## config.mk

```make
export PLATFORM = sky130hd
export DESIGN_NAME = bw_memreq_responder_flat
export DESIGN_NICKNAME = d
export VERILOG_FILES = /design/src/rtl/bw_memreq_responder_if.sv /design/src/rtl/bw_memreq_responder.sv /design/src/flat_wrapper.sv
export SDC_FILE = /design/constraint.sdc
export NUM_CORES = 2
export LEC_CHECK = 0
export BUFFER_PORTS_ARGS = -buffer_cell sky130_fd_sc_hd__buf_2
export CAP_MARGIN = 20
export CORE_MARGIN = 2
export CORE_UTILIZATION = 40
export DETAILED_ROUTE_END_ITERATION = 7
export SLEW_MARGIN = 20
export SYNTH_ARGS = -nofsm -noshare
export SYNTH_HDL_FRONTEND = slang
export SYNTH_SLANG_ARGS = --single-unit
```

## constraint.sdc

```tcl
create_clock -name clk_i -period 2.5 [get_ports clk_i]
set_input_delay 0.125 -clock clk_i [delete_from_list [all_inputs] [get_ports clk_i]]
set_output_delay 0.125 -clock clk_i [all_outputs]
set_load 0.02 [all_outputs]
```

## src/rtl/bw_memreq_responder_if.sv

```systemverilog
// Wishbone-classic 128-bit bus seen from the memory-request responder.
// The master modport is the responder; the slave modport is the memory/bus side.
interface bw_memreq_responder_if #(
    parameter int ABITS = 32
);
    logic             cyc_o;
    logic             stb_o;
    logic             we_o;
    logic [15:0]      sel_o;
    logic [ABITS-1:0] adr_o;
    logic [127:0]     dat_o;
    logic             ack_i;
    logic [127:0]     dat_i;

    modport master (
        output cyc_o, stb_o, we_o, sel_o, adr_o, dat_o,
        input  ack_i, dat_i
    );

    modport slave (
        input  cyc_o, stb_o, we_o, sel_o, adr_o, dat_o,
        output ack_i, dat_i
    );
endinterface

```

## src/rtl/bw_memreq_responder.sv

```systemverilog
// Controller end of the core's memory request/response queues: tagged loads and
// stores become 128-bit Wishbone beats (split at 16-byte lines), one response each.
module bw_memreq_responder #(
    parameter int ABITS = 32,
    parameter int TMO   = 255,
    parameter int QD    = 4
) (
    input  logic             clk_i,
    input  logic             rst_ni,
    input  logic             req_wr,
    input  logic [7:0]       req_tid,
    input  logic [1:0]       req_func,
    input  logic [1:0]       req_sz,
    input  logic [ABITS-1:0] req_adr,
    input  logic [63:0]      req_dat,
    output logic             req_full,
    input  logic             resp_rd,
    output logic             resp_empty,
    output logic             resp_v,
    output logic [7:0]       resp_tid,
    output logic [63:0]      resp_dat,
    output logic             resp_err,
    bw_memreq_responder_if.master wb
);
    localparam int PW = $clog2(QD);
    localparam int TW = $clog2(TMO + 1);

    localparam logic [1:0] S_IDLE = 2'd0;
    localparam logic [1:0] S_BUS1 = 2'd1;
    localparam logic [1:0] S_BUS2 = 2'd2;
    localparam logic [1:0] S_RESP = 2'd3;

    localparam logic [1:0] F_LOAD  = 2'd0;
    localparam logic [1:0] F_STORE = 2'd2;

    typedef struct packed {
        logic [7:0]       tid;
        logic [1:0]       func;
        logic [1:0]       sz;
        logic [ABITS-1:0] adr;
        logic [63:0]      dat;
    } req_t;

    typedef struct packed {
        logic [7:0]  tid;
        logic [63:0] dat;
        logic        err;
    } rsp_t;

    // Byte-lane selects for one 16-byte beat; hi picks the spill into the next line.
    function automatic logic [15:0] lane_mask(input logic [1:0] sz, input logic [3:0] off,
                                              input logic hi);
        logic [31:0] m;
        case (sz)
            2'd0:    m = 32'h0000_0001;
            2'd1:    m = 32'h0000_0003;
            2'd2:    m = 32'h0000_000F;
            default: m = 32'h0000_00FF;
        endcase
        m = m << off;
        return hi ? m[31:16] : m[15:0];
    endfunction

    function automatic logic [127:0] lane_wdat(input logic [63:0] d, input logic [3:0] off,
                                               input logic hi);
        logic [255:0] w;
        w = {192'b0, d} << {off, 3'b000};
        return hi ? w[255:128] : w[127:0];
    endfunction

    function automatic logic [63:0] load_ext(input logic [255:0] r, input logic [3:0] off,
                                             input logic [1:0] sz, input logic sgn);
        logic [63:0] s;
        s = 64'(r >> {off, 3'b000});
        case (sz)
            2'd0:    return {{56{sgn & s[7]}},  s[7:0]};
            2'd1:    return {{48{sgn & s[15]}}, s[15:0]};
            2'd2:    return {{32{sgn & s[31]}}, s[31:0]};
            default: return s;
        endcase
    endfunction

    // ---------------- request queue ----------------
    req_t          rq_mem_q [QD];
    req_t          rq_mem_d [QD];
    logic [PW-1:0] rq_wp_q, rq_wp_d, rq_rp_q, rq_rp_d;
    logic [PW:0]   rq_cnt_q, rq_cnt_d;
    logic          rq_push, rq_pop, rq_empty;
    req_t          rq_in, rq_head;

    assign req_full = (rq_cnt_q == (PW+1)'(QD));
    assign rq_empty = (rq_cnt_q == '0);
    assign rq_push  = req_wr && !req_full;
    assign rq_head  = rq_mem_q[rq_rp_q];
    assign rq_in    = '{tid: req_tid, func: req_func, sz: req_sz, adr: req_adr, dat: req_dat};

    always_comb begin
        rq_mem_d = rq_mem_q;
        rq_wp_d  = rq_wp_q;
        rq_rp_d  = rq_rp_q;
        if (rq_push) begin
            rq_mem_d[rq_wp_q] = rq_in;
            rq_wp_d           = rq_wp_q + 1'b1;
        end
        if (rq_pop) rq_rp_d = rq_rp_q + 1'b1;
        rq_cnt_d = rq_cnt_q + (PW+1)'(rq_push) - (PW+1)'(rq_pop);
    end

    // ---------------- response queue ----------------
    rsp_t          rs_mem_q [QD];
    rsp_t          rs_mem_d [QD];
    logic [PW-1:0] rs_wp_q, rs_wp_d, rs_rp_q, rs_rp_d;
    logic [PW:0]   rs_cnt_q, rs_cnt_d;
    logic          rs_push, rs_pop, rs_full;
    rsp_t          rs_in, rs_head;
    logic          resp_v_q, resp_v_d, resp_err_q, resp_err_d;
    logic [7:0]    resp_tid_q, resp_tid_d;
    logic [63:0]   resp_dat_q, resp_dat_d;

    assign rs_full    = (rs_cnt_q == (PW+1)'(QD));
    assign resp_empty = (rs_cnt_q == '0);
    assign rs_pop     = resp_rd && !resp_empty;
    assign rs_head    = rs_mem_q[rs_rp_q];

    always_comb begin
        rs_mem_d   = rs_mem_q;
        rs_wp_d    = rs_wp_q;
        rs_rp_d    = rs_rp_q;
        resp_v_d   = rs_pop;
        resp_tid_d = resp_tid_q;
        resp_dat_d = resp_dat_q;
        resp_err_d = resp_err_q;
        if (rs_push) begin
            rs_mem_d[rs_wp_q] = rs_in;
            rs_wp_d           = rs_wp_q + 1'b1;
        end
        if (rs_pop) begin
            rs_rp_d    = rs_rp_q + 1'b1;
            resp_tid_d = rs_head.tid;
            resp_dat_d = rs_head.dat;
            resp_err_d = rs_head.err;
        end
        rs_cnt_d = rs_cnt_q + (PW+1)'(rs_push) - (PW+1)'(rs_pop);
    end

    assign resp_v   = resp_v_q;
    assign resp_tid = resp_tid_q;
    assign resp_dat = resp_dat_q;
    assign resp_err = resp_err_q;

    // ---------------- bus FSM ----------------
    logic [1:0]       state_q, state_d;
    req_t             cur_q, cur_d;
    logic             cyc_q, cyc_d, stb_q, stb_d, we_q, we_d, err_q, err_d;
    logic [15:0]      sel_q, sel_d;
    logic [ABITS-1:0] adr_q, adr_d;
    logic [127:0]     wdat_q, wdat_d, rlo_q, rlo_d, rhi_q, rhi_d;
    logic [TW-1:0]    tmo_q, tmo_d;
    logic [1:0]       gap_q, gap_d;
    logic             tmo_hit, cur_split;

    assign tmo_hit   = (tmo_q == TW'(TMO - 1));
    assign cur_split = |lane_mask(cur_q.sz, cur_q.adr[3:0], 1'b1);

    always_comb begin
        rs_in.tid = cur_q.tid;
        rs_in.err = err_q;
        rs_in.dat = (err_q || cur_q.func == F_STORE) ? 64'd0 :
                    load_ext({rhi_q, rlo_q}, cur_q.adr[3:0], cur_q.sz, cur_q.func == F_LOAD);
    end

    always_comb begin
        state_d = state_q;
        cur_d   = cur_q;
        cyc_d   = cyc_q;
        stb_d   = stb_q;
        we_d    = we_q;
        sel_d   = sel_q;
        adr_d   = adr_q;
        wdat_d  = wdat_q;
        tmo_d   = tmo_q;
        gap_d   = gap_q;
        rlo_d   = rlo_q;
        rhi_d   = rhi_q;
        err_d   = err_q;
        rq_pop  = 1'b0;
        rs_push = 1'b0;
        case (state_q)
            S_IDLE: if (!rq_empty) begin
                rq_pop  = 1'b1;
                cur_d   = rq_head;
                cyc_d   = 1'b1;
                stb_d   = 1'b1;
                we_d    = (rq_head.func == F_STORE);
                sel_d   = lane_mask(rq_head.sz, rq_head.adr[3:0], 1'b0);
                adr_d   = {rq_head.adr[ABITS-1:4], 4'h0};
                wdat_d  = lane_wdat(rq_head.dat, rq_head.adr[3:0], 1'b0);
                tmo_d   = '0;
                err_d   = 1'b0;
                rlo_d   = '0;
                rhi_d   = '0;
                state_d = S_BUS1;
            end
            S_BUS1: begin
                if (wb.ack_i) begin
                    rlo_d   = wb.dat_i;
                    cyc_d   = 1'b0;
                    stb_d   = 1'b0;
                    gap_d   = 2'd2;
                    state_d = cur_split ? S_BUS2 : S_RESP;
                end else if (tmo_hit) begin
                    cyc_d   = 1'b0;
                    stb_d   = 1'b0;
                    err_d   = 1'b1;
                    state_d = S_RESP;
                end else begin
                    tmo_d = tmo_q + 1'b1;
                end
            end
            S_BUS2: begin
                // gap_q counts down the bus-idle gap; the second beat launches as it expires
                if (gap_q != 2'd0) begin
                    gap_d = gap_q - 2'd1;
                    if (gap_q == 2'd1) begin
                        cyc_d  = 1'b1;
                        stb_d  = 1'b1;
                        sel_d  = lane_mask(cur_q.sz, cur_q.adr[3:0], 1'b1);
                        adr_d  = {cur_q.adr[ABITS-1:4], 4'h0} + ABITS'(16);
                        wdat_d = lane_wdat(cur_q.dat, cur_q.adr[3:0], 1'b1);
                        tmo_d  = '0;
                    end
                end else if (wb.ack_i) begin
                    rhi_d   = wb.dat_i;
                    cyc_d   = 1'b0;
                    stb_d   = 1'b0;
                    state_d = S_RESP;
                end else if (tmo_hit) begin
                    cyc_d   = 1'b0;
                    stb_d   = 1'b0;
                    err_d   = 1'b1;
                    state_d = S_RESP;
                end else begin
                    tmo_d = tmo_q + 1'b1;
                end
            end
            default: if (!rs_full) begin
                rs_push = 1'b1;
                state_d = S_IDLE;
            end
        endcase
    end

    assign wb.cyc_o = cyc_q;
    assign wb.stb_o = stb_q;
    assign wb.we_o  = we_q;
    assign wb.sel_o = sel_q;
    assign wb.adr_o = adr_q;
    assign wb.dat_o = wdat_q;

    always_ff @(posedge clk_i or negedge rst_ni) begin
        if (!rst_ni) begin
            for (int i = 0; i < QD; i++) begin
                rq_mem_q[i] <= '0;
                rs_mem_q[i] <= '0;
            end
            rq_wp_q    <= '0;
            rq_rp_q    <= '0;
            rq_cnt_q   <= '0;
            rs_wp_q    <= '0;
            rs_rp_q    <= '0;
            rs_cnt_q   <= '0;
            resp_v_q   <= 1'b0;
            resp_tid_q <= '0;
            resp_dat_q <= '0;
            resp_err_q <= 1'b0;
            state_q    <= S_IDLE;
            cur_q      <= '0;
            cyc_q      <= 1'b0;
            stb_q      <= 1'b0;
            we_q       <= 1'b0;
            sel_q      <= '0;
            adr_q      <= '0;
            wdat_q     <= '0;
            tmo_q      <= '0;
            gap_q      <= '0;
            rlo_q      <= '0;
            rhi_q      <= '0;
            err_q      <= 1'b0;
        end else begin
            rq_mem_q   <= rq_mem_d;
            rs_mem_q   <= rs_mem_d;
            rq_wp_q    <= rq_wp_d;
            rq_rp_q    <= rq_rp_d;
            rq_cnt_q   <= rq_cnt_d;
            rs_wp_q    <= rs_wp_d;
            rs_rp_q    <= rs_rp_d;
            rs_cnt_q   <= rs_cnt_d;
            resp_v_q   <= resp_v_d;
            resp_tid_q <= resp_tid_d;
            resp_dat_q <= resp_dat_d;
            resp_err_q <= resp_err_d;
            state_q    <= state_d;
            cur_q      <= cur_d;
            cyc_q      <= cyc_d;
            stb_q      <= stb_d;
            we_q       <= we_d;
            sel_q      <= sel_d;
            adr_q      <= adr_d;
            wdat_q     <= wdat_d;
            tmo_q      <= tmo_d;
            gap_q      <= gap_d;
            rlo_q      <= rlo_d;
            rhi_q      <= rhi_d;
            err_q      <= err_d;
        end
    end
endmodule

```

## src/flat_wrapper.sv

```systemverilog
// flat-port wrapper written by rule: the top's interface ports become plain ports
module bw_memreq_responder_flat 
#(
    parameter int ABITS = 32,
    parameter int TMO   = 255,
    parameter int QD    = 4
)
  (clk_i, rst_ni, req_wr, req_tid, req_func, req_sz, req_adr, req_dat, req_full, resp_rd, resp_empty, resp_v, resp_tid, resp_dat, resp_err, wb_cyc_o, wb_stb_o, wb_we_o, wb_sel_o, wb_adr_o, wb_dat_o, wb_ack_i, wb_dat_i);
  bw_memreq_responder_if #(.ABITS(ABITS)) wb_i ();
  input  logic clk_i;
  input  logic rst_ni;
  input  logic req_wr;
  input  logic [7:0] req_tid;
  input  logic [1:0] req_func;
  input  logic [1:0] req_sz;
  input  logic [ABITS-1:0] req_adr;
  input  logic [63:0] req_dat;
  output logic req_full;
  input  logic resp_rd;
  output logic resp_empty;
  output logic resp_v;
  output logic [7:0] resp_tid;
  output logic [63:0] resp_dat;
  output logic resp_err;
  output wire logic [$bits(wb_i.cyc_o)-1:0] wb_cyc_o;
  output wire logic [$bits(wb_i.stb_o)-1:0] wb_stb_o;
  output wire logic [$bits(wb_i.we_o)-1:0] wb_we_o;
  output wire logic [$bits(wb_i.sel_o)-1:0] wb_sel_o;
  output wire logic [$bits(wb_i.adr_o)-1:0] wb_adr_o;
  output wire logic [$bits(wb_i.dat_o)-1:0] wb_dat_o;
  input wire logic [$bits(wb_i.ack_i)-1:0] wb_ack_i;
  input wire logic [$bits(wb_i.dat_i)-1:0] wb_dat_i;
  assign wb_cyc_o = wb_i.cyc_o;
  assign wb_stb_o = wb_i.stb_o;
  assign wb_we_o = wb_i.we_o;
  assign wb_sel_o = wb_i.sel_o;
  assign wb_adr_o = wb_i.adr_o;
  assign wb_dat_o = wb_i.dat_o;
  assign wb_i.ack_i = wb_ack_i;
  assign wb_i.dat_i = wb_dat_i;
  bw_memreq_responder #(.ABITS(ABITS), .TMO(TMO), .QD(QD)) u_core (.clk_i(clk_i), .rst_ni(rst_ni), .req_wr(req_wr), .req_tid(req_tid), .req_func(req_func), .req_sz(req_sz), .req_adr(req_adr), .req_dat(req_dat), .req_full(req_full), .resp_rd(resp_rd), .resp_empty(resp_empty), .resp_v(resp_v), .resp_tid(resp_tid), .resp_dat(resp_dat), .resp_err(resp_err), .wb(wb_i));
endmodule
```

# Word-level counts from Yosys, hierarchy flattened
# Cells that the tools add are included.
[op_classes] add_sub_neg=11 magnitude_cmp=6 eq_ne=20 shifts=6 n_mux=74 bitwise=8 n_reduce_logical=28
[op_table] operator="128-bit two-way mux" count=6
[op_table] operator="128-bit one-hot mux with 2 select lines" count=3
[op_table] operator="432-bit bitwise mux" count=1
[op_table] operator="108-bit two-way mux" count=3
[op_table] operator="292-bit bitwise mux" count=1
[op_table] operator="32-bit two-way mux" count=8
[op_table] operator="64-bit by 7-bit << shifter with 256-bit output" count=1
[op_table] operator="256-bit by 7-bit right shift with 64-bit output" count=1
[op_table] operator="73-bit two-way mux" count=3
[op_table] operator="108-bit binary-select mux with 2-bit select" count=1
[op_table] operator="108-bit demux with 2-bit select" count=1
[op_table] operator="64-bit one-hot mux with 3 select lines" count=1
[op_table] operator="73-bit binary-select mux with 2-bit select" count=1
[op_table] operator="73-bit demux with 2-bit select" count=1
[op_table] operator="64-bit by 7-bit << shifter with 128-bit output" count=1
[op_table] operator="8-bit one-hot mux with 3 select lines" count=3
[op_table] operator="64-bit two-way mux" count=1
[op_table] operator="32-bit one-hot mux with 2 select lines" count=1
[op_table] operator="16-bit two-way mux" count=3
[op_table] operator="8-bit two-way mux" count=5
[op_table] operator="32-bit by 5-bit adder with 32-bit output, second input constant" count=1
[op_table] operator="16-bit one-hot mux with 2 select lines" count=1
[op_table] operator="32-bit by 4-bit << shifter with 16-bit output" count=1
[op_table] operator="32-bit by 4-bit << shifter with 32-bit output" count=1
[op_table] operator="other kinds (36)" count=103
[totals] ff_bits=1368 input_bits=241 output_inout_bits=255 wordCells=212

# Depth between registers and ports, before layout
[logic_depth] depth_word=11 depth_mapped=13 mapped_depth_nobuf=11

# Worst setup path before layout
# No wires, ideal clock.
[synth_timing] path_kind="flip-flop to flip-flop" startpoint="register u_core.rs_cnt_q[1]" endpoint="register u_core.rs_cnt_q[2]" arrival_ps=2643 slack_ps=-267 stages_incl_launch_ff=12 path_buffers=1 period_less_slack_ps=2767 path_cell_list="dfrtp_1 > nor3_1 > nand2b_1 > inv_1 > clkbuf_1 > ha_1 > inv_1 > ha_1 > inv_1 > fa_1 > xnor2_1 > xnor2_1"
[synth_between] word_cells_on_any_way=8
[synth_lines] item="from (decl)" line_no="bw_memreq_responder.sv:113" source="logic [PW:0] rs_cnt_q, rs_cnt_d;"
[synth_lines] item="from (signal assigned)" line_no="bw_memreq_responder.sv:297" source="rs_cnt_q <= rs_cnt_d;"
[synth_lines] item="3-bit zero test" line_no="bw_memreq_responder.sv:121" source="assign resp_empty = (rs_cnt_q == '0);"
[synth_lines] item="net resp_empty" line_no="flat_wrapper.sv:20" source="output logic resp_empty;"
[synth_lines] item="1-bit zero test" line_no="bw_memreq_responder.sv:122" source="assign rs_pop = resp_rd && !resp_empty;"
[synth_lines] item="1-bit logical AND" line_no="bw_memreq_responder.sv:122"
[synth_lines] item="net u_core.resp_v_d" line_no="bw_memreq_responder.sv:116" source="logic resp_v_q, resp_v_d, resp_err_q, resp_err_d;"
[synth_lines] item="3-bit by 1-bit subtractor with 3-bit output" line_no="bw_memreq_responder.sv:143" source="rs_cnt_d = rs_cnt_q + (PW+1)'(rs_push) - (PW+1)'(rs_pop);"
[synth_lines] item="net u_core.rs_cnt_d[2]" line_no="bw_memreq_responder.sv:113"
# The timed path passes the listed nets, and every way through them passes these cells.
# A chain may end at the register's enable or synchronous reset.

# Worst setup path after layout
[layout_timing] startpoint="register u_core.rq_rp_q[0]" endpoint="register u_core.wdat_q[38] (netlist: u_core.wb.dat_o[38])"
[layout_between] elab_chain_cells=7
[layout_lines] item="from (decl)" line_no="bw_memreq_responder.sv:86" source="logic [PW-1:0] rq_wp_q, rq_wp_d, rq_rp_q, rq_rp_d;"
[layout_lines] item="from (signal assigned)" line_no="bw_memreq_responder.sv:293" source="rq_rp_q <= rq_rp_d;"
[layout_lines] item="2-bit inverter with 3-bit output (not written as such)" line_no="bw_memreq_responder.sv:94" source="assign rq_head = rq_mem_q[rq_rp_q];"
[layout_lines] item="108-bit binary-select mux with 2-bit select" line_no="bw_memreq_responder.sv:94"
[layout_lines] item="108-bit two-way mux (not written as such) (2 in a row)" line_no="bw_memreq_responder.sv:94"
[layout_lines] item="64-bit by 7-bit << shifter with 128-bit output" line_no="bw_memreq_responder.sv:67" source="w = {192'b0, d} << {off, 3'b000};"
[layout_lines] item="128-bit two-way mux" line_no="bw_memreq_responder.sv:189" source="S_IDLE: if (!rq_empty) begin"
[layout_lines] item="128-bit one-hot mux with 2 select lines" line_no="bw_memreq_responder.sv:188" source="case (state_q)"
[layout_lines] item="to (signal assigned)" line_no="bw_memreq_responder.sv:309" source="wdat_q <= wdat_d;"
[layout_lines] item="to (decl)" line_no="bw_memreq_responder.sv:157" source="logic [127:0] wdat_q, wdat_d, rlo_q, rlo_d, rhi_q, rhi_d;"
# No other way between the ends. The select of a mux whose other input is x is not followed.

==> results.yml <==
floorplanning:
  core_area_um2: 158000
  io_pins: 496
  die-width_um: 403
  rows: 146
  die_h_um: 403
  start_util: 0.403
  fp.dieArea_um2: 162000
routing:
  drc: 0
  antenna_left: 0
  via_per_inst: 5.80
  vias: 52700
  drt_iter0_drc: 5263
  totalWireLength_um: 244000
  detail_route.wl_per_cell_um: 26.9
  dr.pass1.iters: 7
logic_synthesis:
  syn_area_per_cell_um2: 11.2
  synth_seq_area_share: 0.504
  yosys_warnings: 0
  ys_ff_latch: 1284
  synth_area_leaders: "dfrtp_1, mux2_2, mux4_2, nand2_1, mux2i_1"
  synth.largest_area_cell: "dfrtp_1"
  synthAdderAreaFrac: 0.00523
  yosys.area_share.simple: 0.114
  synthArstFlopShare: 1.00
  synthMuxAreaShare: 0.248
  synth_top_family_by_area: "multiplexers"
  synth-xor-area-share: 0.00481
  synthTopCellsByCount: "dfrtp_1, nand2_1, mux2_2"
  yosysMostFrequentCell: "dfrtp_1"
  synth_cells: 5674
  synth_top_area_frac: 0.504
  synth_cell_types: 72
  synth_area_um2: 63700
  synth_compound_area_frac: 0.0885
  ys.flop_type: "dfrtp_1"
  synth_edf_count: 0
global_routing:
  grt_pass1_wl_um: 354000
  grt_max_degree: 112
  grt_overflow_total: 0
  grt_pass1_vias: 51700
  grt_use_total: 0.292
  antenna_found_initial: 17
timing:
  setup_viol: 380
  rsz0062_at_grt: "yes"
  hold_slack_ns: 0.117
  fin_tns_setup_ns: -54.00
  fin_crit_sh: 1.15
  skew_ns: 0.0439
  tightest_slew_ns: 0.835
  hold_viol: 0
  finalMaxSlewViolations: 0
  maxSlewHeadroom: 0.444
  period_minus_slack_ns: 2.87
  clock.fmax_mhz: 348
  setup_slack_ns: -0.373
pwr:
  p_int_mw: 85.9
  clkPwrFrac: 0.145
  seqPwrFrac: 0.248
  p_sw_mw: 66.3
  power.leakage_nw: 38.9
  ir_worst_vdd_mv: 0.938
  switching_share: 0.435
  power_density_nw_per_um2: 1770
  comb_power_share: 0.607
  total_power_mw: 152
clocking:
  clk_path_buf_depth: 3
  cts_tree: "yes"
  insertion_delay_ns: 0.81
  clk_pin_slew_worst_paths_ns: 0.06
  cts_root_buffer: "clkbuf_16"
  cts_buffers: 149
  cts_sinks: 1284
  cts.htree.levels: 4
finish:
  final_cell_area_um2: 85900
  drive_gt1_frac: 0.405
  syn2layout_area_growth_pct: 34.8
  final_nets: 7156
  fin_cells: 9087
  final_util: 0.543
  fillers: 13400
setup_path:
  cp.required_ns: 3.18
  crit_path_start_kind: "flip-flop"
  cp-startpoint: "u_core.rq_rp_q[0]"
  path_max_fanout: 9
  crit_arrival_ns: 3.56
  cp-end-kind: "flip-flop"
  timing_worst_setup_path_type: "reg2reg"
  reg2reg_from: "u_core.rq_rp_q[0]"
placed_design:
  gp_congestion: 0.972
  numPortBuffers: 491
  placed_cell_area_um2: 73200
  dp.cells: 8424
  post-place-ws_ns: -0.653
  hpwlAfterDp_um: 172000
min_path:
  hold_path.class: "in2async"
outcome:
  run_status: "complete, but fails checks"
  failed_checks: "negative setup slack"
flow_run:
  max_cap_violations: 0
[what timing repair did]
item,4_1_cts,5_1_grt
resized for setup,413,443
pin swaps,123,171
endpoints found under the setup margin,388,401
gates cloned,22,14
hold endpoints to repair,1749,0
hold buffers,241,0
buffers inserted,53,90
[kinds of logic (layout without fill, tap and decap cells)]
family / count (synthesis) / in the layout
adders and majority gates: 26 / 26
xor gates and xnor gates: 35 / 35
muxes: 1173 / 1173
AOI/OAI and AO/OA: 871 / 871
DFF: 1284 / 1284
buffers and inverters: 480 / 1808
other: 1 / 12
and+or+nand+nor: 1804 / 1806
[power by group through the flow]
stage,clock network [mW],logic (mW),registers (mW)
after floorplan,0,40.6,35.7
after global placement,0,72.5,37.1
after detailed placement,0,73.1,37.5
after CTS,22.4,82.4,37.3
after global routing,23.2,96.3,38.6
final,22.0,92.4,37.8
[sequential cells by signal, indices dropped and copies added, names as in the netlist, 2 cells and up]
signal,count
u_core.rhi_q,56
u_core.resp_tid,8
u_core.wb.adr_o,28
u_core.state_q,2
u_core.rs_mem_q,292
u_core.tmo_q,8
u_core.cur_q,100
u_core.wb.sel_o,16
u_core.rq_wp_q,2
u_core.rlo_q,128
u_core.rq_rp_q,2
u_core.rs_cnt_q,3
u_core.rs_wp_q,2
u_core.resp_dat,64
u_core.wb.dat_o,128
u_core.gap_q,2
u_core.rs_rp_q,2
u_core.rq_cnt_q,3
u_core.rq_mem_q,432
[worst max-delay path, cell delays in order (launching register included)]
cell and delay (ns):
dfrtp_4 0.44, buf_12 0.14, buf_16 0.17, buf_12 0.16, mux4_2 0.65, mux2_4 0.36, mux2i_4 0.25, o22ai_2 0.13
a221oi_4 0.34, nor2_1 0.08
[final timing paths]
kind	to	slack, ns	cells past startpoint
worst max-delay path	u_core.wb.dat_o[38]	-0.37	9
worst min-delay path	u_core.rlo_q[64]	0.12	3
worst max register to register	u_core.wb.dat_o[38]	-0.37	9
worst min register to register	u_core.rlo_q[2]	0.46	2
max in group asynchronous	u_core.wb.dat_o[73]	1.70	3
min in group clk_i	u_core.rlo_q[64]	0.12	4
[cell type report]
type,count,area (µm²),share of cell area
Multi-Input combinational cell,3915,32300,0.376
Clock buffer,218,4340,0.0506
Antenna cell,8,20.0,0.000233
Clock inverter,48,573,0.00667
Tap cell,2072,2590,0.0302
Timing Repair Buffer,1511,13700,0.160
Sequential cell,1284,32200,0.374
Inverter,31,123,0.00143
[cells in the final DEF (no fill, tap or decap), types with 18 or more instances in the layout]
| master | n |
|---|---|
| clkinv_2 | 20 |
| a21oi_1 | 100 |
| o21ai_0 | 141 |
| mux2_4 | 58 |
| mux2_2 | 574 |
| buf_12 | 151 |
| nand3_1 | 151 |
| a22o_1 | 33 |
| buf_6 | 97 |
| dlygate4sd3_1 | 240 |
| o22ai_1 | 67 |
| nor2_2 | 25 |
| and3_1 | 26 |
| xnor2_1 | 25 |
| dfrtp_1 | 1277 |
| a211oi_1 | 32 |
| buf_4 | 487 |
| a22oi_1 | 20 |
| buf_16 | 24 |
| nand2_1 | 1245 |
| clkbuf_8 | 29 |
| clkbuf_16 | 163 |
| inv_1 | 27 |
| a31oi_4 | 38 |
| mux2i_1 | 202 |
| a221o_1 | 18 |
| mux4_2 | 256 |
| buf_2 | 490 |
| o21ai_1 | 68 |
| o21ai_2 | 132 |
| clkbuf_1 | 37 |
| ha_1 | 18 |
| nor2_1 | 217 |
| mux2i_4 | 48 |
| a31oi_1 | 38 |
| mux2i_2 | 34 |
[per-layer routing]
| metal | part of all wire | track usage |
|---|---|---|
| met1 | 0.41 | 0.396 |
| met2 | 0.45 | 0.445 |
| met3 | 0.094 | 0.0776 |
| met4 | 0.047 | 0.120 |
| met5 | 0.00040 | 0 |
Note: power is estimated with default switching activity, not from simulation.
